===== config.mk =====
export PLATFORM = sky130hd
export DESIGN_NAME = slot_sequencer_flat
export DESIGN_NICKNAME = d
export VERILOG_FILES = /design/src/rtl/slot_sequencer_if.sv /design/src/rtl/slot_sequencer.sv /design/src/flat_wrapper.sv
export SDC_FILE = /design/constraint.sdc
export NUM_CORES = 1
export LEC_CHECK = 0
export BUFFER_PORTS_ARGS = -buffer_cell sky130_fd_sc_hd__buf_2
export CAP_MARGIN = 15
export CORE_UTILIZATION = 55
export DETAILED_ROUTE_END_ITERATION = 12
export PLACE_DENSITY = 0.8
export SLEW_MARGIN = 20
export SYNTH_ARGS = -nofsm -noshare
export SYNTH_HDL_FRONTEND = slang
export SYNTH_SLANG_ARGS = --single-unit

===== constraint.sdc =====
create_clock -name clk -period 5.1 [get_ports clk]
set_clock_uncertainty 0.05 [all_clocks]
set_input_delay 0.255 -clock clk [delete_from_list [all_inputs] [get_ports clk]]
set_output_delay 0.255 -clock clk [all_outputs]
set_load 0.03 [all_outputs]

===== src/rtl/slot_sequencer_if.sv =====
// Signal bundle between the slot sequencer and its environment: trigger inputs,
// slot periods, and the registered slot/frame status outputs.
interface slot_sequencer_if #(
    parameter int TS_W  = 16,
    parameter int DIV_W = 16,
    parameter int OVR_W = 8
);
    // No back-pressure anywhere: tick, slot_start, frame_start and frame_done are
    // single-cycle strobes, valid in the cycle they are high and never stalled.
    logic             tick;
    logic             ext_sync;
    logic             sync_enabled;
    logic             int_ext_sync;
    logic [DIV_W-1:0] in_sync_div;
    logic [TS_W-1:0]  ts_time_0;
    logic [TS_W-1:0]  ts_time_1;
    logic [TS_W-1:0]  ts_time_2;
    logic [TS_W-1:0]  ts_time_3;
    logic [1:0]       slot;
    logic             slot_start;
    logic             frame_start;
    logic             frame_done;
    logic             busy;
    logic [OVR_W-1:0] overrun_cnt;
    logic             state_dbg;

    modport master (
        output tick, ext_sync, sync_enabled, int_ext_sync, in_sync_div,
               ts_time_0, ts_time_1, ts_time_2, ts_time_3,
        input  slot, slot_start, frame_start, frame_done, busy, overrun_cnt, state_dbg
    );

    modport slave (
        input  tick, ext_sync, sync_enabled, int_ext_sync, in_sync_div,
               ts_time_0, ts_time_1, ts_time_2, ts_time_3,
        output slot, slot_start, frame_start, frame_done, busy, overrun_cnt, state_dbg
    );
endinterface


===== src/rtl/slot_sequencer.sv =====
// Frame trigger generation (internal divider or synchronized external pin) and a
// four-slot walker with per-slot programmable periods; all outputs registered.
module slot_sequencer #(
    parameter int TS_W  = 16,
    parameter int DIV_W = 16,
    parameter int OVR_W = 8
) (
    input logic              clk,
    input logic              rst_n,
    slot_sequencer_if.slave  bus
);
    typedef enum logic {IDLE, SLOT} state_t;

    state_t           state_q, state_n;
    logic             sync1_q, sync2_q, hist_q;
    logic [DIV_W-1:0] div_q, div_limit;
    logic             div_run, int_trig, ext_trig, trig;
    logic [TS_W-1:0]  cnt_q, cnt_n, period_q, period_n, ts_sel;
    logic [1:0]       slot_q, slot_n;
    logic             slot_start_q, slot_start_n;
    logic             frame_start_q, frame_start_n;
    logic             frame_done_q, frame_done_n;
    logic             busy_q, busy_n;
    logic [OVR_W-1:0] ovr_q;

    always_ff @(posedge clk or negedge rst_n) begin
        if (!rst_n) begin
            sync1_q <= 1'b0;
            sync2_q <= 1'b0;
            hist_q  <= 1'b0;
        end else begin
            sync1_q <= bus.ext_sync;
            sync2_q <= sync1_q;
            hist_q  <= sync2_q;
        end
    end

    assign ext_trig = sync2_q & ~hist_q & bus.sync_enabled & bus.int_ext_sync;

    // A zero ratio compares against 0, so every tick fires; a count already past a
    // lowered limit simply wraps around before matching again.
    assign div_run   = bus.sync_enabled & ~bus.int_ext_sync;
    assign div_limit = (bus.in_sync_div == '0) ? '0 : bus.in_sync_div - DIV_W'(1);
    assign int_trig  = div_run & bus.tick & (div_q == div_limit);
    assign trig      = int_trig | ext_trig;

    always_ff @(posedge clk or negedge rst_n) begin
        if (!rst_n)           div_q <= '0;
        else if (!div_run)    div_q <= '0;
        else if (bus.tick)    div_q <= int_trig ? '0 : div_q + DIV_W'(1);
    end

    always_comb begin
        state_n       = state_q;
        slot_n        = slot_q;
        cnt_n         = cnt_q;
        period_n      = period_q;
        slot_start_n  = 1'b0;
        frame_start_n = 1'b0;
        ts_sel        = '0;
        case (state_q)
            IDLE: begin
                if (trig) begin
                    state_n       = SLOT;
                    slot_n        = 2'd0;
                    cnt_n         = TS_W'(1);
                    slot_start_n  = 1'b1;
                    frame_start_n = 1'b1;
                end
            end
            SLOT: begin
                if (cnt_q == period_q) begin
                    if (slot_q != 2'd3) begin
                        slot_n       = slot_q + 2'd1;
                        cnt_n        = TS_W'(1);
                        slot_start_n = 1'b1;
                    end else begin
                        state_n = IDLE;
                        slot_n  = 2'd0;
                        cnt_n   = '0;
                    end
                end else begin
                    cnt_n = cnt_q + TS_W'(1);
                end
            end
            default: state_n = IDLE;
        endcase
        case (slot_n)
            2'd0:    ts_sel = bus.ts_time_0;
            2'd1:    ts_sel = bus.ts_time_1;
            2'd2:    ts_sel = bus.ts_time_2;
            default: ts_sel = bus.ts_time_3;
        endcase
        // Periods are captured only as a slot begins, so mid-slot edits wait.
        if (slot_start_n) period_n = (ts_sel == '0) ? TS_W'(1) : ts_sel;
        busy_n       = (state_n == SLOT);
        frame_done_n = busy_n && (slot_n == 2'd3) && (cnt_n == period_n);
    end

    always_ff @(posedge clk or negedge rst_n) begin
        if (!rst_n) begin
            state_q       <= IDLE;
            slot_q        <= 2'd0;
            cnt_q         <= '0;
            period_q      <= '0;
            slot_start_q  <= 1'b0;
            frame_start_q <= 1'b0;
            frame_done_q  <= 1'b0;
            busy_q        <= 1'b0;
        end else begin
            state_q       <= state_n;
            slot_q        <= slot_n;
            cnt_q         <= cnt_n;
            period_q      <= period_n;
            slot_start_q  <= slot_start_n;
            frame_start_q <= frame_start_n;
            frame_done_q  <= frame_done_n;
            busy_q        <= busy_n;
        end
    end

    always_ff @(posedge clk or negedge rst_n) begin
        if (!rst_n)                                        ovr_q <= '0;
        else if (state_q == SLOT && trig && ovr_q != '1)   ovr_q <= ovr_q + OVR_W'(1);
    end

    assign bus.slot        = slot_q;
    assign bus.slot_start  = slot_start_q;
    assign bus.frame_start = frame_start_q;
    assign bus.frame_done  = frame_done_q;
    assign bus.busy        = busy_q;
    assign bus.overrun_cnt = ovr_q;
    assign bus.state_dbg   = (state_q == SLOT);
endmodule


===== src/flat_wrapper.sv =====
// flat-port wrapper written by rule: the top's interface ports become plain ports
module slot_sequencer_flat 
#(
    parameter int TS_W  = 16,
    parameter int DIV_W = 16,
    parameter int OVR_W = 8
)
  (clk, rst_n, bus_tick, bus_ext_sync, bus_sync_enabled, bus_int_ext_sync, bus_in_sync_div, bus_ts_time_0, bus_ts_time_1, bus_ts_time_2, bus_ts_time_3, bus_slot, bus_slot_start, bus_frame_start, bus_frame_done, bus_busy, bus_overrun_cnt, bus_state_dbg);
  slot_sequencer_if #(.TS_W(TS_W), .DIV_W(DIV_W), .OVR_W(OVR_W)) bus_i ();
  input logic clk;
  input logic rst_n;
  input wire logic [$bits(bus_i.tick)-1:0] bus_tick;
  input wire logic [$bits(bus_i.ext_sync)-1:0] bus_ext_sync;
  input wire logic [$bits(bus_i.sync_enabled)-1:0] bus_sync_enabled;
  input wire logic [$bits(bus_i.int_ext_sync)-1:0] bus_int_ext_sync;
  input wire logic [$bits(bus_i.in_sync_div)-1:0] bus_in_sync_div;
  input wire logic [$bits(bus_i.ts_time_0)-1:0] bus_ts_time_0;
  input wire logic [$bits(bus_i.ts_time_1)-1:0] bus_ts_time_1;
  input wire logic [$bits(bus_i.ts_time_2)-1:0] bus_ts_time_2;
  input wire logic [$bits(bus_i.ts_time_3)-1:0] bus_ts_time_3;
  output wire logic [$bits(bus_i.slot)-1:0] bus_slot;
  output wire logic [$bits(bus_i.slot_start)-1:0] bus_slot_start;
  output wire logic [$bits(bus_i.frame_start)-1:0] bus_frame_start;
  output wire logic [$bits(bus_i.frame_done)-1:0] bus_frame_done;
  output wire logic [$bits(bus_i.busy)-1:0] bus_busy;
  output wire logic [$bits(bus_i.overrun_cnt)-1:0] bus_overrun_cnt;
  output wire logic [$bits(bus_i.state_dbg)-1:0] bus_state_dbg;
  assign bus_i.tick = bus_tick;
  assign bus_i.ext_sync = bus_ext_sync;
  assign bus_i.sync_enabled = bus_sync_enabled;
  assign bus_i.int_ext_sync = bus_int_ext_sync;
  assign bus_i.in_sync_div = bus_in_sync_div;
  assign bus_i.ts_time_0 = bus_ts_time_0;
  assign bus_i.ts_time_1 = bus_ts_time_1;
  assign bus_i.ts_time_2 = bus_ts_time_2;
  assign bus_i.ts_time_3 = bus_ts_time_3;
  assign bus_slot = bus_i.slot;
  assign bus_slot_start = bus_i.slot_start;
  assign bus_frame_start = bus_i.frame_start;
  assign bus_frame_done = bus_i.frame_done;
  assign bus_busy = bus_i.busy;
  assign bus_overrun_cnt = bus_i.overrun_cnt;
  assign bus_state_dbg = bus_i.state_dbg;
  slot_sequencer #(.TS_W(TS_W), .DIV_W(DIV_W), .OVR_W(OVR_W)) u_core (.clk(clk), .rst_n(rst_n), .bus(bus_i));
endmodule

==> impl_metrics.csv <==
group,metric,value,unit
critical_path,worstPathRequired,5.29,ns
critical_path,crit_top_cell,"or3_1",
routing,wl_per_cell,17.06,um
power,ir_drop,143.5,uV
place,hpwl,10170,um
floorplan,start_util,56.64,%
critical_path,slowest_delay,0.48,ns
global_route,grt_pass1_wl,21430,um
routing,first_pass_iters,5,
finish,fin_area,0.005792,mm^2
routing,drcViolationCount,0,
sta,finalCritPeriodShare,90.80,%
routing,routed_wl,12950,um
synth,ys_seq_area_share,32.93,%
power,power_leakage,2.567,nW
floorplan,num_io_pins,101,
synth,ys_seq_elements,65,
routing,dr.first_iter.drc_count,244,
critical_path,path_max_fanout,7,
synth,synthesis.nets,637,
synth,yosysMostFrequentCell,"dfrtp_1",
clock_network,clock_path_buffers,2,
sta,worstMarginPinSlew,0.9082,ns
clock_network,htreeDepth,3,
finish,n_antenna_cell,0,
critical_path,timing_worst_setup_path_type,"in -> reg",
global_route,antenna_found_initial,0,
clock_network,cts_sinks,65,
finish,nets,738,
floorplan,core_area,0.008721,mm^2
synth,synth_top_area_share,32.93,%
place,gp_congestion,0.9668,
critical_path,end_kind,"register",
sta,fin_crit,4.631,ns
hold_path,hp-class,"in -> async",
synth,yosys_warnings,0,
clock_network,clock_latency,0.34,ns
power,power_density,226.8,mW/mm^2
critical_path,path_delay_family,"simple AND/OR/NAND/NOR gates",
critical_path,worstPathArrival,4.82,ns
clock_network,cts_made_buffers,9,
sta,slew_violations,0,
synth,postSynthCellCount,546,
routing,ant_nets,0,
sta,finalSetupViolations,0,
clock_network,cts_tree,"built",
finish,drive_gt1_share,25.50,%
synth,synth_area_leaders,"dfrtp_1 (33%), mux2i_1 (12%), xor2_1 (6.9%), o21ai_0 (5.6%), mux2_2 (4.1%)",
sta,max_clock_freq,215.9,MHz
critical_path,worstSetupStartpointType,"input pin",
outcome,status,"finished, final reports clean",
finish,fill_cells,730,
clock_network,clkSlewWorstSetupHoldPaths,0.07,ns
critical_path,crit_chain,"buf_2 -> inv_1 -> ha_1 -> or3b_2 -> nor4_2 -> mux2i_1 -> a211oi_1 -> nand4_1 -> or2_2 -> o31a_2 -> or3_1 -> a2111o_1 -> and4_4 -> or3_1 -> or4_1 -> nor4b_2",
floorplan,die_h,96.77,um
place,io_buffers,100,
global_route,grt_use_total,28.14,%
synth,synth_edf_count,0,
sta,rsz0062_at_grt,"false",
synth,ys_types,61,
sta,max-slew-margin-rel,39.19,%
synth,synthArstFlopShare,100.0,%
synth,synth_ff_type,"dfrtp_1",
synth,synth.top_cells.by_count,"dfrtp_1 (65), mux2i_1 (58), o21ai_0 (55)",
synth,syn_area,0.004940,mm^2
critical_path,crit_path_top_delay_cell,"or3b_2",
clock_network,root_buffer,"clkbuf_8",
synth,yosysTopAreaCell,"dfrtp_1",
critical_path,worst-path-buf-inv,2,
routing,viasPerCell,6.105,
global_route,grt_max_degree,66,
global_route,overflow,0,
sta,final-hold-violation-count,0,
sta,fin_setup_tns,0,ns
synth,post_synth.cell_area_avg,9.047,um^2
floorplan,die_w,96.77,um
floorplan,dieArea,0.009364,mm^2
routing,num_vias,4634,
global_route,grt_pass1_vias,4436,
finish,area_delta_synth_final,17.25,%
flow_run,maxCapViolations,0,
place,dpl_cell_area,0.005588,mm^2
floorplan,rows,34,
## metrics by stage
step	utilization (%)	power, mW	cells	hold slack, ns	setup WS [ns]
5_1_grt	66.41	1.381	759	0.1080	0.2922
3_5_place_dp	64.07	0.8843	743	0.3133	0.1537
3_3_place_gp	64.07	0.8730	743	0.3093	0.2891
4_1_cts	66.41	1.318	759	0.07016	0.4917
2_1_floorplan	-	0.7684	546	-0.09059	0.4622
6_report	66.41	1.314	759	0.03365	0.4689
## report_power, final
part	switching [mW]	leakage, nW	internal (mW)
Clock	0.201	0.0981	0.236
Sequential	0.0480	0.836	0.555
Combinational	0.159	1.63	0.115
## layout by cell type (no fill, tap or decap), drive strengths merged, types with 21 or more instances in the layout
cell / n
and3: 21
nor4: 21
buf: 115
mux2i: 58
dfrtp: 65
nor2: 38
nand2: 26
xor2: 39
o21ai: 55
## timing repair
| action | in CTS | in global routing |
|---|---|---|
| buffers inserted | 0 | 0 |
| hold buffers | 1 | 0 |
| hold endpoints to repair | 1 | 0 |
| gates resized for setup | 0 | 0 |
## cells by family (layout without fill, tap and decap cells)
group                      Yosys count  in the layout  synth area share, %
AOI/OAI and AO/OA                   98             98                12.46
DFF                                 65             65                32.93
xor gates and xnor gates            59             59                10.46
buffers and inverters               37            142                3.192
adders and majority gates            5              5                1.266
and+or+nand+nor                    206            206                23.83
muxes                               76             76                15.86
## routing by layer
| metal | track usage (%) | wire length [um] | vias to the layer above |
|---|---|---|---|
| met5 | 0 | 0 | - |
| met4 | 7.577 | 181 | 0 |
| met3 | 4.552 | 679 | 15 |
| met2 | 48.43 | 6440 | 167 |
| met1 | 36.67 | 5645 | 2241 |
| li1 | - | - | 2211 |
## final cells by class
class | instances | area [um^2] | share of cell area (%)
tap | 108 | 135.1 | 2.333
clock buffer | 10 | 137.6 | 2.376
sequential | 65 | 1627 | 28.08
inverter | 11 | 41.29 | 0.7129
multi-input combinational | 444 | 3172 | 54.76
timing repair buffer | 116 | 623.1 | 10.76
clock inverter | 5 | 56.30 | 0.9721
## final timing paths
path,slack [ns],end,startpoint,cells past startpoint
min in group clk,0.31,u_core.div_q[1],bus_tick,4
worst max-delay path,0.47,u_core.bus.frame_done,bus_in_sync_div[0],16
worst max register to register,0.54,u_core.bus.frame_done,u_core.div_q[14],13
worst min-delay path,0.03,u_core.bus.overrun_cnt[2],rst_n,2
max in group asynchronous,4.42,u_core.div_q[4],rst_n,2
worst min register to register,0.33,u_core.sync2_q,u_core.sync1_q,0
## flip-flops by register name, summed over array words and instances, names as in the netlist, 2 cells and up
name,flops
u_core.period_q,16
u_core.bus.slot,2
u_core.div_q,16
u_core.bus.overrun_cnt,8
u_core.cnt_q,16
(Power assumes the default switching activity.)
